File: config.mk
export PLATFORM = sky130hd
export DESIGN_NAME = adc_wave_meas_flat
export DESIGN_NICKNAME = d
export VERILOG_FILES = /design/src/rtl/adc_wave_meas_if.sv /design/src/rtl/adc_wave_meas.sv /design/src/flat_wrapper.sv
export SDC_FILE = /design/constraint.sdc
export NUM_CORES = 1
export LEC_CHECK = 0
export BUFFER_PORTS_ARGS = -buffer_cell sky130_fd_sc_hd__buf_2
export CAP_MARGIN = 0
export CORE_MARGIN = 10
export CORE_UTILIZATION = 61
export CTS_CLUSTER_DIAMETER = 60
export DETAILED_ROUTE_END_ITERATION = 7
export GPL_TIMING_DRIVEN = 0
export PLACE_DENSITY = 0.93
export SYNTH_ARGS = -nofsm -noshare
export SYNTH_HDL_FRONTEND = slang
export SYNTH_SLANG_ARGS = --single-unit
File: constraint.sdc
create_clock -name sys_clk -period 4.4 [get_ports sys_clk]
set_clock_uncertainty 0.05 [all_clocks]
set_input_delay 0 -clock sys_clk [delete_from_list [all_inputs] [get_ports sys_clk]]
set_output_delay 0 -clock sys_clk [all_outputs]
set_load 0.02 [all_outputs]
File: src/rtl/adc_wave_meas_if.sv
// Bus between the ADC capture block and its consumer: ADC data/clock,
// the measurement request, and the measurement results.
interface adc_wave_meas_if #(
    parameter int unsigned CNT_W = 24
) ();
    logic [7:0]       adc_data;
    logic             start;
    logic             adc_clk;
    logic             meas_busy;
    logic             meas_done;
    logic             timeout_flag;
    logic [7:0]       wave_max;
    logic [7:0]       wave_min;
    logic [CNT_W-1:0] period_cnt;

    modport master (
        output adc_data, start,
        input  adc_clk, meas_busy, meas_done, timeout_flag,
               wave_max, wave_min, period_cnt
    );

    modport slave (
        input  adc_data, start,
        output adc_clk, meas_busy, meas_done, timeout_flag,
               wave_max, wave_min, period_cnt
    );
endinterface

File: src/rtl/adc_wave_meas.sv
// Samples an 8-bit ADC and measures max, min and averaged period of the
// waveform using a hysteretic mid-level crossing detector.
module adc_wave_meas #(
    parameter int unsigned CNT_W        = 24,
    parameter int unsigned NUM_PER_LOG2 = 2,
    parameter int unsigned HYST         = 8,
    parameter int unsigned TIMEOUT      = 5_000_000
) (
    input  logic           sys_clk,
    input  logic           rst,
    adc_wave_meas_if.slave bus
);
    localparam int unsigned EDGE_W = NUM_PER_LOG2 + 1;
    localparam logic [EDGE_W-1:0] EDGE_LAST  = EDGE_W'((1 << NUM_PER_LOG2) - 1);
    localparam logic [CNT_W-1:0]  TIMER_LAST = CNT_W'(TIMEOUT - 1);
    localparam logic [7:0]        HYST8      = 8'(HYST);
    localparam logic [7:0]        HI_LIM     = 8'(255 - HYST);
    localparam logic [7:0]        THR_RST    = 8'd128;

    typedef enum logic [1:0] {IDLE, ARM, MEAS, DONE} state_e;

    state_e state_q, state_d;

    logic [7:0]        adc_s_q;
    logic [7:0]        thr_q, thr_d;
    logic              cmp_q, cmp_d;
    logic [7:0]        run_max_q, run_max_d;
    logic [7:0]        run_min_q, run_min_d;
    logic [CNT_W-1:0]  timer_q, timer_d;
    logic [EDGE_W-1:0] edge_q, edge_d;
    logic [CNT_W-1:0]  sum_q, sum_d;
    logic              busy_q, busy_d;
    logic              done_q, done_d;
    logic              tflag_q, tflag_d;
    logic [7:0]        wmax_q, wmax_d;
    logic [7:0]        wmin_q, wmin_d;
    logic [CNT_W-1:0]  period_q, period_d;
    logic [8:0]        mid_sum;

    logic [7:0] hi_lvl, lo_lvl;
    logic       active, rise, fall, tmo;

    // Comparator levels, clamped to the code range
    always_comb begin
        hi_lvl = (thr_q > HI_LIM) ? 8'd255 : thr_q + HYST8;
        lo_lvl = (thr_q < HYST8)  ? 8'd0   : thr_q - HYST8;
        active = (state_q == ARM) || (state_q == MEAS);
        rise   = active && !cmp_q && (adc_s_q >= hi_lvl);
        fall   = active &&  cmp_q && (adc_s_q <= lo_lvl);
        tmo    = active && (timer_q == TIMER_LAST);
    end

    always_ff @(posedge sys_clk or posedge rst) begin
        if (rst) state_q <= IDLE;
        else     state_q <= state_d;
    end

    // Timeout takes priority over a coincident rising event
    always_comb begin
        state_d = state_q;
        case (state_q)
            IDLE:    if (bus.start) state_d = ARM;
            ARM:     if (tmo) state_d = DONE;
                     else if (rise) state_d = MEAS;
            MEAS:    if (tmo) state_d = DONE;
                     else if (rise && (edge_q == EDGE_LAST)) state_d = DONE;
            DONE:    state_d = IDLE;
            default: state_d = IDLE;
        endcase
    end

    always_comb begin
        thr_d     = thr_q;
        cmp_d     = cmp_q;
        run_max_d = run_max_q;
        run_min_d = run_min_q;
        timer_d   = timer_q;
        edge_d    = edge_q;
        sum_d     = sum_q;
        tflag_d   = tflag_q;
        wmax_d    = wmax_q;
        wmin_d    = wmin_q;
        period_d  = period_q;
        mid_sum   = '0;

        case (state_q)
            IDLE: begin
                if (bus.start) begin
                    run_max_d = '0;
                    run_min_d = '1;
                    timer_d   = '0;
                    edge_d    = '0;
                    sum_d     = '0;
                    // Start on the side the waveform is already on
                    cmp_d     = (adc_s_q >= thr_q);
                end
            end
            ARM, MEAS: begin
                timer_d = timer_q + CNT_W'(1);
                if (adc_s_q > run_max_q) run_max_d = adc_s_q;
                if (adc_s_q < run_min_q) run_min_d = adc_s_q;
                if (rise)      cmp_d = 1'b1;
                else if (fall) cmp_d = 1'b0;
                if (state_q == MEAS) begin
                    sum_d = (sum_q == '1) ? sum_q : sum_q + CNT_W'(1);
                    if (rise) edge_d = edge_q + EDGE_W'(1);
                end else begin
                    sum_d = '0;
                end
            end
            default: ;
        endcase

        // Results load on DONE entry so they are valid alongside meas_done
        if (state_d == DONE) begin
            wmax_d = run_max_d;
            wmin_d = run_min_d;
            if (tmo) begin
                period_d = '0;
                tflag_d  = 1'b1;
            end else begin
                period_d = sum_d >> NUM_PER_LOG2;
                tflag_d  = 1'b0;
                mid_sum  = 9'(run_max_d) + 9'(run_min_d);
                thr_d    = 8'(mid_sum >> 1);
            end
        end

        busy_d = (state_d == ARM) || (state_d == MEAS);
        done_d = (state_d == DONE);
    end

    always_ff @(posedge sys_clk or posedge rst) begin
        if (rst) begin
            adc_s_q   <= '0;
            thr_q     <= THR_RST;
            cmp_q     <= 1'b0;
            run_max_q <= '0;
            run_min_q <= '1;
            timer_q   <= '0;
            edge_q    <= '0;
            sum_q     <= '0;
            busy_q    <= 1'b0;
            done_q    <= 1'b0;
            tflag_q   <= 1'b0;
            wmax_q    <= '0;
            wmin_q    <= '0;
            period_q  <= '0;
        end else begin
            adc_s_q   <= bus.adc_data;
            thr_q     <= thr_d;
            cmp_q     <= cmp_d;
            run_max_q <= run_max_d;
            run_min_q <= run_min_d;
            timer_q   <= timer_d;
            edge_q    <= edge_d;
            sum_q     <= sum_d;
            busy_q    <= busy_d;
            done_q    <= done_d;
            tflag_q   <= tflag_d;
            wmax_q    <= wmax_d;
            wmin_q    <= wmin_d;
            period_q  <= period_d;
        end
    end

    assign bus.adc_clk      = ~sys_clk;
    assign bus.meas_busy    = busy_q;
    assign bus.meas_done    = done_q;
    assign bus.timeout_flag = tflag_q;
    assign bus.wave_max     = wmax_q;
    assign bus.wave_min     = wmin_q;
    assign bus.period_cnt   = period_q;
endmodule

File: src/flat_wrapper.sv
// flat-port wrapper written by rule: the top's interface ports become plain ports
module adc_wave_meas_flat 
#(
    parameter int unsigned CNT_W        = 24,
    parameter int unsigned NUM_PER_LOG2 = 2,
    parameter int unsigned HYST         = 8,
    parameter int unsigned TIMEOUT      = 5_000_000
)
  (sys_clk, rst, bus_adc_data, bus_start, bus_adc_clk, bus_meas_busy, bus_meas_done, bus_timeout_flag, bus_wave_max, bus_wave_min, bus_period_cnt);
  adc_wave_meas_if #(.CNT_W(CNT_W)) bus_i ();
  input  logic sys_clk;
  input  logic rst;
  input wire logic [$bits(bus_i.adc_data)-1:0] bus_adc_data;
  input wire logic [$bits(bus_i.start)-1:0] bus_start;
  output wire logic [$bits(bus_i.adc_clk)-1:0] bus_adc_clk;
  output wire logic [$bits(bus_i.meas_busy)-1:0] bus_meas_busy;
  output wire logic [$bits(bus_i.meas_done)-1:0] bus_meas_done;
  output wire logic [$bits(bus_i.timeout_flag)-1:0] bus_timeout_flag;
  output wire logic [$bits(bus_i.wave_max)-1:0] bus_wave_max;
  output wire logic [$bits(bus_i.wave_min)-1:0] bus_wave_min;
  output wire logic [$bits(bus_i.period_cnt)-1:0] bus_period_cnt;
  assign bus_i.adc_data = bus_adc_data;
  assign bus_i.start = bus_start;
  assign bus_adc_clk = bus_i.adc_clk;
  assign bus_meas_busy = bus_i.meas_busy;
  assign bus_meas_done = bus_i.meas_done;
  assign bus_timeout_flag = bus_i.timeout_flag;
  assign bus_wave_max = bus_i.wave_max;
  assign bus_wave_min = bus_i.wave_min;
  assign bus_period_cnt = bus_i.period_cnt;
  adc_wave_meas #(.CNT_W(CNT_W), .NUM_PER_LOG2(NUM_PER_LOG2), .HYST(HYST), .TIMEOUT(TIMEOUT)) u_core (.sys_clk(sys_clk), .rst(rst), .bus(bus_i));
endmodule
-- After elaboration in Yosys (flattened, before gate mapping)
Cells that the tools add are included.
- word-level logic and storage cells: 92
- register bits: 129
- output and inout port bits: 44
- reductions and logical operators: 17
- $lt $le $gt $ge: 7
- muxes and demuxes: 30
- bitwise gates (word level): 2
- equality and inequality tests: 14
- add/subtract/negate cells: 6
- operators by type and width (operator ; number):
    two-way mux 24 bit ; 4
    case mux 24 bit (2 select lines) ; 2
    adder 24 x 1 -> 24 bit, second input constant ; 2
    two-way mux 8 bit ; 6
    case mux 8 bit (2 select lines) ; 2
    equality test 24 x 23 -> 1 bit, second input constant ; 1
    equality test 24 bit, second input constant ; 1
    two-way mux 22 bit ; 1
    >= comparator 8 bit ; 2
    two-way mux 2 bit ; 5
    adder 8 x 8 -> 9 bit ; 1
    two-way mux 3 bit ; 3
    adder 8 x 4 -> 8 bit, second input constant ; 1
    equality test 2 bit, second input constant ; 4
    greater-than comparator 8 bit ; 1
    greater-than comparator 8 bit, second input constant ; 1
    <= comparator 8 bit ; 1
    < comparator 8 x 4 -> 1 bit, second input constant ; 1
    < comparator 8 bit ; 1
    case mux 2 bit (4 select lines) ; 1
    subtractor 8 x 4 -> 8 bit, second input constant ; 1
    logical AND 1 bit ; 6
    case mux 3 bit (2 select lines) ; 1
    AND reduction 3 bit ; 2
    17 further kinds ; 25

-- Logic depth before layout (Yosys ltp)
Gate-level depths: netlist of run 1.
- depth in word-level cells: 10
- mapped depth: 18
- gate-level depth less buffers: 18

==> reports/results.env, run 1 <==
MAX_H_TREE_LEVEL=4
START_KIND='flop'
CLOCK_POWER_SHARE_PCT=25.4
RSZ0062_AT_GRT='false'
REPORT.FINAL.SETUP_VIOL=0
COREAREA_UM2=11500
CHAIN_OF_CELLS_FORMING_THE_CRITICAL_PATH='nand2_1 -> nor4_4 -> buf_4 -> or2_2 -> ha_1 -> nand2b_1 -> a21oi_1 -> nor2b_1 -> o211ai_1 -> a21oi_1 -> or4_1 -> o311a_1 -> ha_1 -> nand2_1 -> clkbuf_4 -> clkbuf_4 -> nand2_1 -> o21ai_0'
AREA_OF_THE_MAPPED_NETLIST_UM2=7220
FP.DIEAREA_UM2=16600
SYNTH_SEQ_CELLS=127
ANT_NETS=0
TIMING.CRITICAL_PATH.TO_TYPE='flop'
CRITICAL-PATH-TOP-CELL-BY-COUNT='nand2_1'
SYNTH-ASYNC-RESET-RATIO_PCT=100
OVERFLOW=0
CLK-INSERTION-DELAY-LATE_NS=0.43
POSTSYNTHCELLCOUNT=759
VIA_COUNT_OF_THE_FIRST_GLOBAL_ROUTING_PASS=6115
GRT_START_MAX_NET_PINS=93
CTS_TREE='built'
POWER-PER-CELL-AREA_nW_PER_UM2=723
CRITPATHSLOWESTCELL='or4_1'
MAX_SLEW_MARGIN_PCT=53.2
TIMING.HOLD.WS_NS=0.0664
NUM_ANTENNA_CELLS=0
COUNT_OF_DISTINCT_CELL_TYPES_IN_THE_SYNTHESIZED_NETLIST=68
CRITICAL_PATH_CLASS='reg -> reg'
DRT_PASS1_ITERATIONS=6
ROUTED-VIA-COUNT=6263
DIE-WIDTH_UM=129
CELLINTERNALPOWER_uW=3570
AREAGROWTHSYNTHTOFINISH_PCT=17.4
COMBINATIONALPOWERSHARE_PCT=47.7
CP_MAX_FO=10
START_UTIL_PCT=62.7
FINAL_CELL_MIX='dfrtp_1, nand2_1, ha_1, nor2_1, buf_2'
SYNTH-MAIN-FF-CELL='dfrtp_1'
SEQUENTIALPOWERSHARE_PCT=26.9
DRT_DRC_VIOLATIONS_LEFT=0
GRT_FIRST_PASS_WIRELENGTH_UM=30500
ROWS=39
IO_PINS=55
FILLER_CELL_COUNT=761
GRT_USAGE_PCT=23.0
SYNTH_AREA_PER_CELL_UM2=9.52
PLACE.GP.CONGESTION=0.911
FINAL.PERIOD_UTILIZATION_PCT=94.3
PLACEMENT.IO_BUFFERS=52
DIE_H_UM=129
YOSYSSEQAREASHARE_PCT=44.2
TIMING.CRITICAL_PATH.ARRIVAL_NS=4.44
STATUS='complete, no violations'
P_LEAK_uW=0.00411
DR.FIRST_ITER.DRC_COUNT=684
SYNTH_ENABLE_FLOP_CELLS=0
CP_DATA_REQUIRED_TIME_NS=4.69
POWER_SWITCHING_uW=2570
WORST_PATH_LARGEST_CELL_DELAY_NS=0.50
CTS_INSERTED_BUFFERS=17
CTS.CLK_SLEW.WORST_PATHS_NS=0.06
FINAL_COMMON_CELL='dfrtp_1'
TIMING.FMAX_GHz=0.241
CTS.ROOT.BUFFER_CELL='clkbuf_16'
DRV.MAX_CAP_VIOLATION_COUNT=0
DRIVE_ABOVE_1_SHARE_PCT=17.9
NUMBER_OF_ANTENNA_VIOLATIONS_AT_THE_FIRST_CHECK_IN_GLOBAL_ROUTING=0
WL_PER_CELL_UM=18.7
IRDROPWORSTVDD_uV=435
POST_ROUTE_INSTS_NO_FILL=997
VIAS_PER_STD_CELL=6.28
TIMING.HOLD.WORST.CLASS='in -> async'
CTS-ROOT-TO-SINK-BUFFERS=2
POWER_SWITCHING_SHARE_PCT=41.8
SYNTH-WARNING-COUNT=0
ROUTED_WL_UM=18600
DETAILEDPLACEMENTHPWL_UM=12900
FINALHOLDVIOLATIONS=0
FINAL_PERIOD_MINUS_WORST_SETUP_SLACK_NS=4.15
DRV_SLEW=0
PLACE.DETAILED.INSTANCES=956
FINAL_NETS=911
WORST_SLEW_PIN_SLEW_NS=0.697
## final cells by class
class | instances | area (um^2) | area share, %
clock inverter | 12 | 190 | 2.24
sequential | 127 | 3190 | 37.6
clock buffer | 22 | 455 | 5.37
buffer | 31 | 148 | 1.74
tap | 143 | 179 | 2.11
timing repair buffer | 63 | 390 | 4.60
inverter | 42 | 163 | 1.92
multi-input combinational | 557 | 3770 | 44.4
## path summary, 6_finish.rpt
kind	startpoint	end	slack, ns	depth (start not counted)
setup / recovery	u_core.thr_q[4]	u_core.thr_q[3]	0.25	18
hold / removal	rst	u_core.bus.period_cnt[2]	0.07	3
setup reg to reg	u_core.thr_q[4]	u_core.thr_q[3]	0.25	18
hold reg to reg	u_core.bus.period_cnt[11]	u_core.bus.period_cnt[11]	0.42	1
max in group asynchronous	rst	u_core.thr_q[7]	3.47	4
min in group sys_clk	bus_adc_data[1]	u_core.adc_s_q[1]	0.17	2
## layer usage
layer / share of wire [%] / track usage [%] / routed length, um
met1: 39 / 27.7 / 7280
met2: 50 / 37.6 / 9310
met3: 7.9 / 6.74 / 1470
met4: 2.9 / 10.2 / 546
met5: 0 / 0 / 0
## per-stage QoR
step                power (uW)  instance area (um^2)  setup TNS (ns)  worst slack (ns)  util (%)
detailed placement        4480                  7700          -10.49            -0.409      66.8
global placement          4350                  7660          -41.85            -0.320      66.6
floorplan                 3700                  7230               0             0.425         -
CTS                       6050                  8440               0            0.0423      73.3
finish                    6130                  8480               0             0.250      73.6
global route              6550                  8480               0           0.00494      73.6
## kinds of logic after synthesis
group	count (synthesis)	share of synthesized area, %
other	1	0.0519
adder cells (fa/ha/maj)	59	10.3
flip-flops	127	44.2
buffers and inverters	76	4.26
AO/OA/AOI/OAI	185	17.4
multiplexers	18	2.77
XOR/XNOR	24	2.91
AND/OR/NAND/NOR	269	18.2
## flip-flops by register name, summed over array words and instances, names as in the netlist
signal	count
u_core.adc_s_q	8
u_core.bus.meas_busy	1
u_core.bus.meas_done	1
u_core.bus.period_cnt	22
u_core.bus.timeout_flag	1
u_core.bus.wave_max	8
u_core.bus.wave_min	8
u_core.cmp_q	1
u_core.edge_q	3
u_core.run_max_q	8
u_core.run_min_q	8
u_core.state_q	2
u_core.sum_q	24
u_core.thr_q	8
u_core.timer_q	24
## power by group through the flow
stage / registers [uW] / logic (uW) / clock network, uW
finish: 1650 / 2930 / 1560
global route: 1680 / 3250 / 1620
CTS: 1640 / 2840 / 1560
detailed placement: 1640 / 2810 / 24.0
global placement: 1630 / 2700 / 24.0
floorplan: 1700 / 1980 / 16.3
## worst max-delay path: cells and delay by family (launching register included)
kind / cells / cell delay, ns
and+or+nand+nor: 8 / 1.58
buffers and inverters: 3 / 0.70
adders and majority gates: 2 / 0.50
DFF: 1 / 0.47
AOI/OAI and AO/OA: 5 / 0.74
## Yosys cell counts, types with 15 or more instances
| cell | count | share of area, % |
|---|---|---|
| o21ai_0 | 44 | 3.0 |
| nor2_1 | 58 | 3.0 |
| nand4_1 | 16 | 1.4 |
| mux2_2 | 16 | 2.5 |
| clkbuf_1 | 24 | 1.2 |
| nand3_1 | 32 | 2.2 |
| nand2_1 | 80 | 4.2 |
| a21oi_1 | 44 | 3.0 |
| dfrtp_1 | 118 | 41 |
| ha_1 | 58 | 10 |
| a21o_1 | 15 | 1.6 |
| nor3_1 | 15 | 1.0 |
| nor2b_1 | 18 | 1.6 |
| inv_1 | 42 | 2.2 |
| xor2_1 | 15 | 1.8 |
## what timing repair did
item / 4_1_cts / 5_1_grt
buffers inserted: 0 / 1
endpoints found under the hold margin: 127 / 0
hold buffers: 10 / 0
setup endpoints to repair: 46 / 47
gates resized for setup: 3 / 12
pin swaps: 0 / 1
Note: power is estimated with default switching activity, not from simulation.
==> inputs of run 2 (changes only) <==
--- a/config.mk
+++ b/config.mk
@@ -5,6 +5,7 @@
 export SDC_FILE = /design/constraint.sdc
 export NUM_CORES = 1
 export LEC_CHECK = 0
+export ABC_AREA = 1
 export BUFFER_PORTS_ARGS = -buffer_cell sky130_fd_sc_hd__buf_2
 export CAP_MARGIN = 0
 export CORE_MARGIN = 10
==> reports/results.env, run 2 <==
SYNTH.MOST_COMMON_CELL='nand2_1'
IRDROPWORSTVDD_uV=600  # +38%
WL_PER_CELL_UM=16.9  # -9.5%
FINAL_PERIOD_MINUS_WORST_SETUP_SLACK_NS=4.12  # -0.0280 ns
MAX_H_TREE_LEVEL=4  # unchanged
CRITICAL_PATH_CLASS='reg -> reg'
FINAL_CELL_MIX='nand2_1, inv_1, dfrtp_1, nor2_1, o21ai_0'
FP.DIEAREA_UM2=17100  # +3.0%
SYNTH-WARNING-COUNT=0  # unchanged
FINALHOLDVIOLATIONS=0  # unchanged
SYNTH_ENABLE_FLOP_CELLS=0  # unchanged
FINAL_COMMON_CELL='nand2_1'
START_UTIL_PCT=62.2  # -0.47 points
CTS.ROOT.BUFFER_CELL='clkbuf_16'
DETAILEDPLACEMENTHPWL_UM=13400  # +3.8%
OVERFLOW=0  # unchanged
PLACEMENT.IO_BUFFERS=52  # unchanged
TIMING.REG2REG.SETUP_SLACK_NS=0.28  # +0.03 ns
DRV_SLEW=0  # unchanged
TIMING.FMAX_GHz=0.243  # +0.68%
ROUTED_WL_UM=19800  # +6.6%
START_KIND='flop'
TIMING.HOLD.WORST.CLASS='in -> async'
YOSYS-TOP-CELLS-AREA='dfrtp_1, nand2_1, ha_1'
ROWS=40  # +2.6%
YS_TOP_CELLS_BY_COUNT='nand2_1, inv_1, dfrtp_1'
DRT_DRC_VIOLATIONS_LEFT=1  # +1
VIAS_PER_STD_CELL=5.89  # -6.2%
DRIVE_ABOVE_1_SHARE_PCT=13.2  # -4.7 points
SYNTH_TOP_CELL_BY_AREA='dfrtp_1'
POSTSYNTHCELLCOUNT=931  # +23%
POWER-PER-CELL-AREA_nW_PER_UM2=733  # +1.3%
ANT_NETS=0  # unchanged
NUM_ANTENNA_CELLS=0  # unchanged
VIA_COUNT_OF_THE_FIRST_GLOBAL_ROUTING_PASS=6596  # +7.9%
TIMING.HOLD.WS_NS=0.111  # +0.0450 ns
GRT_START_MAX_NET_PINS=73  # -22%
CP_MAX_FO=10  # unchanged
DRV.MAX_CAP_VIOLATION_COUNT=0  # unchanged
AREA_OF_THE_MAPPED_NETLIST_UM2=7480  # +3.5%
DRT_PASS1_ITERATIONS=8  # +2
TIMING.RR.START='u_core.thr_q[3]'
DIE-WIDTH_UM=131  # +1.5%
TIMING.CRITICAL_PATH.ARRIVAL_NS=4.43  # about the same
CLK-INSERTION-DELAY-LATE_NS=0.43  # about the same
NUMBER_OF_ANTENNA_VIOLATIONS_AT_THE_FIRST_CHECK_IN_GLOBAL_ROUTING=0  # unchanged
CP_DATA_REQUIRED_TIME_NS=4.71  # +0.02 ns
PLACEMENT.SETUP.WORST_SLACK_NS=-0.829  # -0.420 ns
VIOLATIONS='DRC'
GRT_FIRST_PASS_WIRELENGTH_UM=32000  # +4.9%
PLACE.GP.CONGESTION=0.969  # +6.4%
ROUTED-VIA-COUNT=6920  # +10%
WORST_SLEW_PIN_SLEW_NS=0.717  # +0.0197 ns
CTS.CLK_SLEW.WORST_PATHS_NS=0.05  # about the same
P_LEAK_uW=0.00448  # +9.1%
FINAL_UTIL_PCT=72.9  # -0.79 points
SETUP_TOTAL_NEGATIVE_SLACK_NS=0  # unchanged
RR_WORST_DEPTH=25  # +7
YOSYSSEQAREASHARE_PCT=42.7  # -1.5 points
AREAGROWTHSYNTHTOFINISH_PCT=17.1
SYNTH_SEQ_CELLS=127  # unchanged
FINAL.PERIOD_UTILIZATION_PCT=93.7  # -0.64 points
STATUS='finished with violations'
RR_ENDPOINT='u_core.bus.period_cnt[2]'
SYNTH-ASYNC-RESET-RATIO_PCT=100  # unchanged
CTS-ROOT-TO-SINK-BUFFERS=2  # unchanged
SYNTH-MAIN-FF-CELL='dfrtp_1'
GRT_USAGE_PCT=23.8  # +0.77 points
DR.FIRST_ITER.DRC_COUNT=828  # +21%
CTS_TREE='built'
REPORT.FINAL.SETUP_VIOL=0  # unchanged
COUNT_OF_DISTINCT_CELL_TYPES_IN_THE_SYNTHESIZED_NETLIST=52  # -24%
TIMING.CRITICAL_PATH.TO_TYPE='flop'
IO_PINS=55  # unchanged
SYNTH_AREA_PER_CELL_UM2=8.03  # -16%
MAX_SLEW_MARGIN_PCT=52.2  # -1.0 points
DIE_H_UM=131  # +1.5%
FINAL_CRITICAL_PATH_SETUP_SLACK_NS=0.278  # +0.0280 ns
CTS_INSERTED_BUFFERS=17  # unchanged
SYNTHDOMINANTCELLAREASHARE_PCT=39.5  # -1.4 points
FINAL_NETS=1085  # +19%
COREAREA_UM2=12000  # +4.3%
[run 2: cell count changes after synthesis, moves of 11 or more]
cell     previous run  this run
mux2_2             16         0
inv_1              42       126
nor2b_1            18         0
nand2_1            80       218
a21o_1             15         4
and3_1             13         1
nand3_1            32        44
a31o_2             12         0
o21ai_0            44        64
[run 2: worst max path at each step]
stage | startpoint | end | cells past startpoint
after detailed placement | u_core.thr_q[3] | u_core.thr_q[4] | 27
final | u_core.thr_q[3] | u_core.bus.period_cnt[2] | 25
after global placement | u_core.thr_q[3] | u_core.thr_q[4] | 27
after global routing | u_core.thr_q[3] | u_core.bus.wave_max[7] | 25
after floorplan | u_core.thr_q[3] | u_core.thr_q[3] | 27
after CTS | u_core.thr_q[3] | u_core.thr_q[3] | 26
[run 2: report_power, final]
| group | internal (uW) | total [uW] | switching, uW |
|---|---|---|---|
| sequential | 1450 | 1630 | 179 |
| combinational | 1050 | 3250 | 2210 |
| clock | 994 | 1530 | 535 |
| total | 3490 | 6410 | 2920 |
[run 2: kinds of logic after synthesis]
group / after synthesis / share of synthesized area [%]
buffers and inverters: 155 / 8.13
multiplexers: 1 / 0.134
XOR/XNOR: 16 / 1.87
adder cells (fa/ha/maj): 59 / 9.97
AO/OA/AOI/OAI: 175 / 13.8
other: 1 / 0.0502
flip-flops: 127 / 42.7
AND/OR/NAND/NOR: 397 / 23.4
[run 2: area by class of cell]
type | count | area [um^2]
fill | 840 | 3260
inverter | 130 | 494
tap | 147 | 184
clock inverter | 12 | 165
timing repair buffer | 64 | 398
multi-input combinational | 650 | 3710
buffer | 23 | 130
clock buffer | 22 | 475
sequential | 127 | 3190
[run 2: critical path: stages (launching register included)]
cell,delay [ns]
dfrtp_1,0.38
clkinv_2,0.17
nor3_2,0.27
inv_1,0.08
nor3_2,0.17
inv_1,0.15
o21ai_0,0.10
inv_1,0.06
ha_1,0.28
nand2_1,0.05
nor2_1,0.13
nand4_1,0.09
o2111ai_1,0.18
nand2_1,0.21
inv_1,0.14
o21ai_0,0.08
nand2_1,0.09
nand2_1,0.07
nor2_1,0.20
nor2_2,0.08
ha_4,0.20
inv_1,0.08
buf_2,0.27
clkbuf_4,0.31
nand2_1,0.08
nand2_1,0.07
[run 2: stage by stage]
step / instance area, um^2 / cells / total power [uW]
3_5_place_dp: 7960 / 1132 / 4660
3_3_place_gp: 7920 / 1131 / 4520
4_1_cts: 8710 / 1173 / 6280
5_1_grt: 8750 / 1175 / 6840
6_report: 8750 / 1175 / 6410
2_1_floorplan: 7480 / 932 / 3790
[run 2: routing by layer]
layer	track usage [%]	vias to the layer above	routed length [um]
li1	-	3259	-
met1	30.3	3218	8390
met2	37.1	378	9060
met3	6.08	65	1740
met4	11.2	0	636
met5	0	-	0
[run 2: what timing repair did]
action                                  CTS  global route
gates resized for setup                   9            17
endpoints found under the hold margin    64             0
setup buffers                             0             2
endpoints found under the setup margin   46            46
pin swaps                                 0             1
hold buffers                             10             0
